===== src/rtl/wbuf_pkg.sv =====
`default_nettype none
// +-----------------------------------------------------------------------+
// | wbuf_pkg : shared widths, FSM encoding and entry type for write_buffer |
// | Rev 1.0                                                               |
// +-----------------------------------------------------------------------+
package wbuf_pkg;

    localparam int ADDR_W_DEF = 6;
    localparam int DATA_W_DEF = 32;

    typedef enum logic [1:0] {
        S_IDLE = 2'd0,
        S_RD   = 2'd1,
        S_RESP = 2'd2,
        S_WR   = 2'd3
    } wbuf_state_e;

    typedef struct packed {
        logic [ADDR_W_DEF-1:0] addr;
        logic [DATA_W_DEF-1:0] data;
    } wbuf_entry_t;

endpackage
`default_nettype wire


===== src/rtl/wbuf_fifo.sv =====
`default_nettype none
// +-----------------------------------------------------------------------+
// | wbuf_fifo : circular write-entry store with youngest-match lookup     |
// | Optional: WBUF_COALESCE_EN (in-place data update). Rev 1.0            |
// +-----------------------------------------------------------------------+
module wbuf_fifo #(
    parameter int DEPTH  = 4,
    parameter int ADDR_W = 6,
    parameter int DATA_W = 32,
    localparam int PTR_W = $clog2(DEPTH),
    localparam int CNT_W = PTR_W + 1
) (
    input  logic              clk_i,
    input  logic              rst_ni,
    input  logic              push_i,
    input  logic              pop_i,
`ifdef WBUF_COALESCE_EN
    input  logic              upd_i,
    input  logic              draining_i,
    output logic              coal_hit_o,
`endif
    input  logic [ADDR_W-1:0] addr_i,
    input  logic [DATA_W-1:0] wr_data_i,
    output logic              hit_o,
    output logic [DATA_W-1:0] hit_data_o,
    output logic [ADDR_W-1:0] head_addr_o,
    output logic [DATA_W-1:0] head_data_o,
    output logic [CNT_W-1:0]  count_o,
    output logic              full_o
);

    logic [ADDR_W-1:0] addr_q [DEPTH];
    logic [DATA_W-1:0] data_q [DEPTH];
    logic [PTR_W-1:0]  head_q, head_d, tail_q, tail_d;
    logic [CNT_W-1:0]  count_q, count_d;
    logic [PTR_W-1:0]  w_slot_idx [DEPTH];
    logic [DEPTH-1:0]  w_match;
    logic [PTR_W-1:0]  w_hit_idx;

    // Slot i is the i-th oldest entry, so the last match in age order is the youngest.
    generate
        for (genvar i = 0; i < DEPTH; i++) begin : g_slot
            assign w_slot_idx[i] = head_q + PTR_W'(i);
            assign w_match[i]    = (CNT_W'(i) < count_q) && (addr_q[w_slot_idx[i]] == addr_i);
        end
    endgenerate

    always_comb begin
        hit_o     = 1'b0;
        w_hit_idx = head_q;
        for (int i = 0; i < DEPTH; i++) begin
            if (w_match[i]) begin
                hit_o     = 1'b1;
                w_hit_idx = w_slot_idx[i];
            end
        end
    end

`ifdef WBUF_COALESCE_EN
    assign coal_hit_o = hit_o && !(draining_i && (w_hit_idx == head_q));
`endif

    assign hit_data_o  = data_q[w_hit_idx];
    assign head_addr_o = addr_q[head_q];
    assign head_data_o = data_q[head_q];
    assign count_o     = count_q;
    assign full_o      = (count_q == CNT_W'(DEPTH));

    always_comb begin
        head_d  = head_q;
        tail_d  = tail_q;
        count_d = count_q;
        if (push_i) tail_d = tail_q + PTR_W'(1);
        if (pop_i)  head_d = head_q + PTR_W'(1);
        case ({push_i, pop_i})
            2'b10:   count_d = count_q + CNT_W'(1);
            2'b01:   count_d = count_q - CNT_W'(1);
            default: count_d = count_q;
        endcase
    end

    always_ff @(posedge clk_i) begin
        if (!rst_ni) begin
            head_q  <= '0;
            tail_q  <= '0;
            count_q <= '0;
        end else begin
            head_q  <= head_d;
            tail_q  <= tail_d;
            count_q <= count_d;
        end
    end

    always_ff @(posedge clk_i) begin
        if (push_i) begin
            addr_q[tail_q] <= addr_i;
            data_q[tail_q] <= wr_data_i;
        end
`ifdef WBUF_COALESCE_EN
        else if (upd_i) begin
            data_q[w_hit_idx] <= wr_data_i;
        end
`endif
    end

endmodule
`default_nettype wire


===== src/rtl/write_buffer.sv =====
`default_nettype none
// +-----------------------------------------------------------------------+
// | write_buffer : posted-write FIFO between D-cache and memory, with     |
// | read forwarding. Optional: WBUF_COALESCE_EN. Rev 1.0                  |
// +-----------------------------------------------------------------------+
module write_buffer
    import wbuf_pkg::*;
#(
    parameter int DEPTH  = 4,
    parameter int ADDR_W = ADDR_W_DEF,
    parameter int DATA_W = DATA_W_DEF
) (
    input  logic              CLK,
    input  logic              RESET,
    input  logic              read,
    input  logic              write,
    input  logic [ADDR_W-1:0] address,
    input  logic [DATA_W-1:0] writedata,
    output logic [DATA_W-1:0] readdata,
    output logic              busywait,
    output logic              mem_read,
    output logic              mem_write,
    output logic [ADDR_W-1:0] mem_address,
    output logic [DATA_W-1:0] mem_writedata,
    input  logic [DATA_W-1:0] mem_readdata,
    input  logic              mem_busywait,
    output logic              empty
);

    localparam int CNT_W = $clog2(DEPTH) + 1;

    wbuf_state_e       state_q, state_d;
    logic [DATA_W-1:0] rdata_q, rdata_d;
    logic              w_hit, w_full, w_push, w_pop, w_rd_miss, w_wr_stall;
    logic [DATA_W-1:0] w_hit_data, w_head_data;
    logic [ADDR_W-1:0] w_head_addr;
    logic [CNT_W-1:0]  w_count;

`ifdef WBUF_COALESCE_EN
    logic w_coal_hit, w_upd;
    assign w_push     = write && !w_coal_hit && !w_full;
    assign w_upd      = write && w_coal_hit;
    assign w_wr_stall = w_full && !w_coal_hit;
`else
    assign w_push     = write && !w_full;
    assign w_wr_stall = w_full;
`endif

    assign w_pop     = (state_q == S_WR) && !mem_busywait;
    assign w_rd_miss = read && !write && !w_hit;

    wbuf_fifo #(
        .DEPTH  (DEPTH),
        .ADDR_W (ADDR_W),
        .DATA_W (DATA_W)
    ) u_fifo (
        .clk_i       (CLK),
        .rst_ni      (RESET),
        .push_i      (w_push),
        .pop_i       (w_pop),
`ifdef WBUF_COALESCE_EN
        .upd_i       (w_upd),
        .draining_i  (state_q == S_WR),
        .coal_hit_o  (w_coal_hit),
`endif
        .addr_i      (address),
        .wr_data_i   (writedata),
        .hit_o       (w_hit),
        .hit_data_o  (w_hit_data),
        .head_addr_o (w_head_addr),
        .head_data_o (w_head_data),
        .count_o     (w_count),
        .full_o      (w_full)
    );

    // A write takes precedence over a simultaneous read; a miss is released only in RESP.
    always_comb begin
        busywait = 1'b0;
        if (write)     busywait = w_wr_stall;
        else if (read) busywait = !w_hit && (state_q != S_RESP);
    end

    assign readdata = w_hit ? w_hit_data : rdata_q;
    assign empty    = (w_count == '0) && (state_q == S_IDLE || state_q == S_RESP);

    always_comb begin
        state_d       = state_q;
        rdata_d       = rdata_q;
        mem_read      = 1'b0;
        mem_write     = 1'b0;
        mem_address   = '0;
        mem_writedata = '0;
        case (state_q)
            S_IDLE: begin
                if (w_rd_miss)            state_d = S_RD;
                else if (w_count != '0)   state_d = S_WR;
            end
            S_RD: begin
                mem_read    = 1'b1;
                mem_address = address;
                if (!mem_busywait) begin
                    rdata_d = mem_readdata;
                    state_d = S_RESP;
                end
            end
            S_RESP: state_d = S_IDLE;
            S_WR: begin
                mem_write     = 1'b1;
                mem_address   = w_head_addr;
                mem_writedata = w_head_data;
                if (!mem_busywait) state_d = S_IDLE;
            end
            default: state_d = S_IDLE;
        endcase
    end

    always_ff @(posedge CLK) begin
        if (!RESET) begin
            state_q <= S_IDLE;
            rdata_q <= '0;
        end else begin
            state_q <= state_d;
            rdata_q <= rdata_d;
        end
    end

endmodule
`default_nettype wire


===== config.mk =====
export PLATFORM = sky130hd
export DESIGN_NAME = write_buffer
export DESIGN_NICKNAME = d
export VERILOG_FILES = /design/src/rtl/wbuf_pkg.sv /design/src/rtl/wbuf_fifo.sv /design/src/rtl/write_buffer.sv
export SDC_FILE = /design/constraint.sdc
export NUM_CORES = 1
export LEC_CHECK = 0
export CAP_MARGIN = 20
export CORE_ASPECT_RATIO = 0.7
export CORE_MARGIN = 3
export CORE_UTILIZATION = 55
export CTS_CLUSTER_DIAMETER = 30
export DETAILED_ROUTE_END_ITERATION = 8
export PLACE_DENSITY = 0.88
export SKIP_LAST_GASP = 1
export SLEW_MARGIN = 15
export SYNTH_ARGS = -nofsm -noshare
export SYNTH_HDL_FRONTEND = slang
export SYNTH_HIERARCHICAL = 1
export SYNTH_SLANG_ARGS = --single-unit

===== constraint.sdc =====
create_clock -name CLK -period 12.3 [get_ports CLK]
set_clock_uncertainty 0.1 [all_clocks]
set_input_delay 2.46 -clock CLK [delete_from_list [all_inputs] [get_ports CLK]]
set_output_delay 2.46 -clock CLK [all_outputs]
set_load 0.02 [all_outputs]

; After elaboration in Yosys (flattened, before gate mapping)
; Memory sizes are Yosys's and may differ from the RTL's. A register that Yosys moved wholly into a read port is not among the register bits.
; Index checks and enable logic that the tools add are counted.
; Widths: inputs -> output; s select.
[totals]
register_bits = 41
latchBits = 0
ram_bits = 152
romBits = 0
output_inout_bits = 74
word_cells = 79
mem_count = 2
[memory_table]
columns = name, depth, width, read_ports, rd_ports_with_merged_regs, wr, line_no
row1 = u_fifo.data_q, 4, 32, 2, 1, 1, wbuf_fifo.sv:33  ; logic [DATA_W-1:0] data_q [DEPTH];
row2 = u_fifo.addr_q, 4, 6, 4, 1, 1, wbuf_fifo.sv:32  ; logic [ADDR_W-1:0] addr_q [DEPTH];
[op_classes]
n_addsub = 6
n_mul = 0
div = 0
magnitude_cmp = 4
n_eq_ne = 14
shifts = 0
muxes = 26
bitwise_logic = 1
reduce_logical = 21
[op_table]
columns = cell, n
row1 = $mux 32, 2
row2 = $eq 6x6->1, 4
row3 = $mux 2, 11
row4 = $pmux 6 s2, 1
row5 = $logic_and 1x1->1, 10
row6 = $mux 1, 10
row7 = $pmux 2 s4, 1
row8 = $eq 2x2->1 const B, 3
row9 = $lt 1x3->1 const A, 2
row10 = $lt 2x3->1 const A, 2
row11 = $ne 2x2->1 const B, 3
row12 = $pmux 3 s2, 1
row13 = $add 2x1->2 const B, 2
row14 = $add 2x2->2 const B, 2
row15 = $eq 2x1->1 const B, 2
row16 = $logic_not 1->1, 4
row17 = $add 3x1->3 const B, 1
row18 = $eq 3x3->1 const B, 1
row19 = $logic_not 3->1, 1
row20 = $ne 3x2->1 const B, 1
row21 = $reduce_and 3->1, 1
row22 = $reduce_bool 3->1, 1
row23 = $sub 3x1->3 const B, 1
row24 = $logic_not 2->1, 1
row25 = other kinds (4), 4

; Logic depth before layout (Yosys ltp)
; An unclocked memory read counts as a cell.
[logic_depth]
depth_word = 11
ltp_mapped = 14
depth_no_buf = 10

; Cells and area by module
; Netlist, hierarchy kept.
[modules_own_cells]
columns = module, instances, cells_per_inst, area_each_um2, seq_area_each_um2
row1 = wbuf_fifo, 1, 453, 7687.4, 4744.6
row2 = write_buffer, 1, 251, 2085.8, 680.7

; Worst setup path before layout
; OpenSTA, ideal clock, no wires.
[synth_path]
path_type = input to output
from = input address[5]
to = output readdata[10]
arrival_ps = 5000
required_ps = 9740
setup_slack_ps = 4740
cell_stages = 11
n_path_buf = 2
cell_sequence = clkbuf_1 -> a2bb2oi_1 -> nand4b_1 -> a2111oi_2 -> a21oi_2 -> xnor2_2 -> buf_4 -> mux2i_1 -> nor2_1 -> a221o_1 -> mux2_2
[synth_via]
elab_chain_len = 7
elab_cells_between_ends = 17
cone_classes = eq/ne (4) / mux (8) / reduce/logical (4) / memory (1)
[synth_lines]
columns = element, line_no
row1 = start: declaration, write_buffer.sv:17  ; input logic [ADDR_W-1:0] address,
row2 = $eq 6x6->1, wbuf_fifo.sv:44  ; assign w_match[i] = (CNT_W'(i) < count_q) && (addr_q[w_slot_idx[i]] == addr_i);
row3 = $logic_and 1x1->1, wbuf_fifo.sv:44
row4 = $mux 2 (2 in series), wbuf_fifo.sv:52  ; if (w_match[i]) begin
row5 = $mux 2 (*), wbuf_fifo.sv:52
row6 = $mem_v2 4x32 (*), --
row7 = via w_hit_data[10], write_buffer.sv:35  ; logic [DATA_W-1:0] w_hit_data, w_head_data;
row8 = $mux 32 (*), write_buffer.sv:83  ; assign readdata = w_hit ? w_hit_data : rdata_q;
row9 = end: declaration, write_buffer.sv:19  ; output logic [DATA_W-1:0] readdata,
; Mark *: on every way through the listed nets, which the timed path passes. The rest lies on a longest branch.

; Worst setup path after layout
[layout_path]
from = input address[4]
to = output readdata[4]
; The elaborated chain is that of the path after synthesis.

==> impl_metrics.env <==
export IMPL_cellPowerDensity_nw_per_um2=132
export IMPL_r2r_slack_ns=7.96
export IMPL_ys_warn_count=6
export IMPL_postCtsSetupRepairBufs=0
export IMPL_post_route_period_util_pct=79.1
export IMPL_cts_root_buf="clkbuf_16"
export IMPL_grt_overflow=0
export IMPL_io_buffers=148
export IMPL_place_area_sq_um=11400
export IMPL_p_comb_share_pct=15.9
export IMPL_post_place_ws_ns=2.62
export IMPL_final_util_pct=69.7
export IMPL_final_cells=1075
export IMPL_p_int_mw=1.18
export IMPL_endpoint="readdata[4]"
export IMPL_clock_latency_ns=0.43
export IMPL_swShare_pct=25.5
export IMPL_cts_buffers=17
export IMPL_switchingPower_mw=0.404
export IMPL_ys_ff_latch=195
export IMPL_htree_levels=4
export IMPL_fin_crit_ns=9.73
export IMPL_synthCells=704
export IMPL_grt_antenna_before_repair=1
export IMPL_synth_fp_nets=787
export IMPL_cts_buffer_depth=2
export IMPL_status="finished clean"
export IMPL_grt_pass1_wl_mm=36.7
export IMPL_dieArea_sq_um=19400
export IMPL_cp_num_buf_inv=4
export IMPL_gr_max_usage_layer="met1"
export IMPL_viasPerCell=6.15
export IMPL_timing_worst_slew_pin_value_ns=1.09
export IMPL_dr_pass1_iters=5
export IMPL_synth_area_leaders="edfxtp_1, mux4_2, dfxtp_1"
export IMPL_arrival_ns=7.17
export IMPL_drive_gt1_share_pct=16.5
export IMPL_clkTransAtPathRegs_ns=0.07
export IMPL_syn_to_final_growth_pct=23.1
export IMPL_slowest_delay_ns=0.73
export IMPL_leakagePower_nw=4.06
export IMPL_totalPowerFinal_mw=1.58
export IMPL_finalMaxSlewViolations=0
export IMPL_setup_violations=0
export IMPL_dpl_hpwl_mm=14.7
export IMPL_grtUsageMet1_pct=37.0
export IMPL_critPathLaunchType="primary input"
export IMPL_start_util_pct=56.6
export IMPL_finalHoldViolCount=0
export IMPL_cts_resized=0
export IMPL_holdWs_ns=0.351
export IMPL_crit_family="buffers and inverters"
export IMPL_vias=6606
export IMPL_worstPathRequired_ns=9.74
export IMPL_totalWireLength_mm=23.8
export IMPL_fin_tns_setup_ns=0
export IMPL_cts_tree="done"
export IMPL_grt_total_usage_pct=24.7
export IMPL_cp_slowest_cell="clkdlybuf4s50_1"
export IMPL_worst_setup_path_type="primary input to output pin"
export IMPL_async_flop_share_pct=0
export IMPL_relSlewSlack_pct=27.2
export IMPL_critPathLaunch="address[4]"
export IMPL_finalNetCount=913
export IMPL_fmax_mhz=103
export IMPL_grt_pass1_vias=6552
export IMPL_core_area_sq_um=17300
export IMPL_hp_class="register to register"
export IMPL_endpoint_kind="output pin"
export IMPL_drt_iter0_markers=681
export IMPL_netlist_area_sq_um=9770
export IMPL_synth_cell_types=53
export IMPL_wl_per_cell_um=22.1
export IMPL_num_io_pins=149
export IMPL_cp_depth=12
export IMPL_cp_max_fo=25
export IMPL_cts_sinks=195
export IMPL_reg2regPathDepth=9
export IMPL_synth_top_cell_by_area="edfxtp_1"
export IMPL_worst_slack_ns=2.57
export IMPL_postSynthAreaPerCell_sq_um=13.9
export IMPL_p_seq_share_pct=49.6
export IMPL_crit_chain="clkdlybuf4s50_1 -> xor2_1 -> nand4b_1 -> a2111oi_2 -> a21oi_2 -> xnor2_4 -> buf_4 -> and2_1 -> buf_4 -> a221o_1 -> mux2_2 -> clkdlybuf4s50_1"
export IMPL_netlist_area_leader_share_pct=46.7
export IMPL_drc=0
export IMPL_die_x_um=165
export IMPL_met3_usage_pct=6.30
export IMPL_max_cap_violations=0
export IMPL_grtUsageMet2_pct=36.5
export IMPL_grt_max_degree=47
export IMPL_synth_edf_count=152
export IMPL_r2r_end="state_q[0]$_SDFFE_PN0P_"
export IMPL_die_height_um=118
export IMPL_ys_flop_type="edfxtp_1"
export IMPL_fin_area_sq_um=12000
export IMPL_synth_seq_area_share_pct=55.5
export IMPL_clkPwrFrac_pct=34.5
export IMPL_rsz0062_at_grt="false"
export IMPL_dp_cells=1039
export IMPL_hold_buffers=0
export IMPL_ant_nets=0
export IMPL_gp_congestion=0.878
export IMPL_row_count=40
export IMPL_ir_drop_mv=0.0950
[worst min path at each step]
stage | startpoint | end | slack (ns) | depth (start not counted)
6_report | rdata_q[7]$_SDFFE_PN0P_ | rdata_q[7]$_SDFFE_PN0P_ | 0.35 | 2
3_5_place_dp | rdata_q[22]$_SDFFE_PN0P_ | rdata_q[22]$_SDFFE_PN0P_ | 0.34 | 2
4_1_cts | rdata_q[22]$_SDFFE_PN0P_ | rdata_q[22]$_SDFFE_PN0P_ | 0.35 | 2
3_3_place_gp | rdata_q[28]$_SDFFE_PN0P_ | rdata_q[28]$_SDFFE_PN0P_ | 0.34 | 2
5_1_grt | rdata_q[27]$_SDFFE_PN0P_ | rdata_q[27]$_SDFFE_PN0P_ | 0.37 | 2
2_1_floorplan | rdata_q[10]$_SDFFE_PN0P_ | rdata_q[10]$_SDFFE_PN0P_ | 0.33 | 2
[power by group through the flow]
stage,registers [mW],clock network (mW),logic (mW)
after floorplan,0.776,0,0.161
after global placement,0.798,0,0.241
after detailed placement,0.799,0,0.244
after CTS,0.785,0.551,0.247
after global routing,0.790,0.579,0.271
final,0.785,0.546,0.252
[worst register-to-register path, delay by kind of cell, from the launching register on]
kind / cells / cell delay (ns)
xor gates and xnor gates: 1 / 0.16
and+or+nand+nor: 3 / 1.14
muxes: 1 / 0.58
AOI/OAI and AO/OA: 3 / 1.10
buffers and inverters: 1 / 0.43
DFF: 1 / 0.71
[sequential cells by signal, indices dropped and copies added, names as in the netlist, named ones only]
signal          cells
rdata_q            32
u_fifo/data_q     128
u_fifo/head_q       2
u_fifo/addr_q      24
u_fifo/tail_q       2
state_q             2
u_fifo/count_o      3
[layer usage]
layer / vias to the layer above / part of all wire [%]
met5: - / 0.055
met4: 2 / 1.0
met3: 25 / 10
met2: 339 / 46
met1: 3290 / 43
li1: 2950 / -
[cells by family after synthesis]
family / synth area share (%)
multiplexers: 19.9
AO/OA/AOI/OAI: 7.78
XOR/XNOR: 3.02
AND/OR/NAND/NOR: 9.42
flip-flops: 55.5
adder cells (fa/ha/maj): 1.02
buffers and inverters: 3.38
[cell usage after synthesis, types with 7 or more instances]
cell / instances
edfxtp_1: 152
mux2i_1: 51
and3_1: 33
xnor2_1: 15
nor2_1: 34
mux4_2: 46
and2_1: 13
nand2_1: 76
clkbuf_1: 20
buf_1: 8
inv_1: 7
ha_1: 8
dfxtp_1: 43
a221o_1: 31
nor2b_1: 12
a21boi_1: 30
xor2_1: 15
buf_6: 9
mux2_2: 32
buf_2: 15
[cell usage in the layout, fill, tap and decap left out, drive strengths merged, types with 8 or more instances in the layout]
master / netlist / layout
a21boi: 35 / 35
a221o: 31 / 31
and2: 13 / 13
and3: 33 / 33
buf: 35 / 14
clkbuf: 20 / 23
clkdlybuf4s50: 0 / 148
dfxtp: 43 / 43
edfxtp: 152 / 152
ha: 8 / 8
inv: 7 / 12
mux2: 33 / 33
mux2i: 52 / 52
mux4: 46 / 46
nand2: 76 / 76
nor2: 34 / 34
nor2b: 12 / 12
xnor2: 16 / 16
xor2: 16 / 16
[area by class of cell]
| cell class | count | area (sq um) |
|---|---|---|
| multi-input cells | 447 | 4070 |
| flip-flops and latches | 195 | 5430 |
| diodes | 1 | 2.50 |
| well taps | 231 | 289 |
| clock inverters | 9 | 92.6 |
| repair buffers | 162 | 1640 |
| clock buffers | 23 | 488 |
| fillers | 1184 | 5230 |
| inverters | 7 | 26.3 |
(Power assumes the default switching activity.)
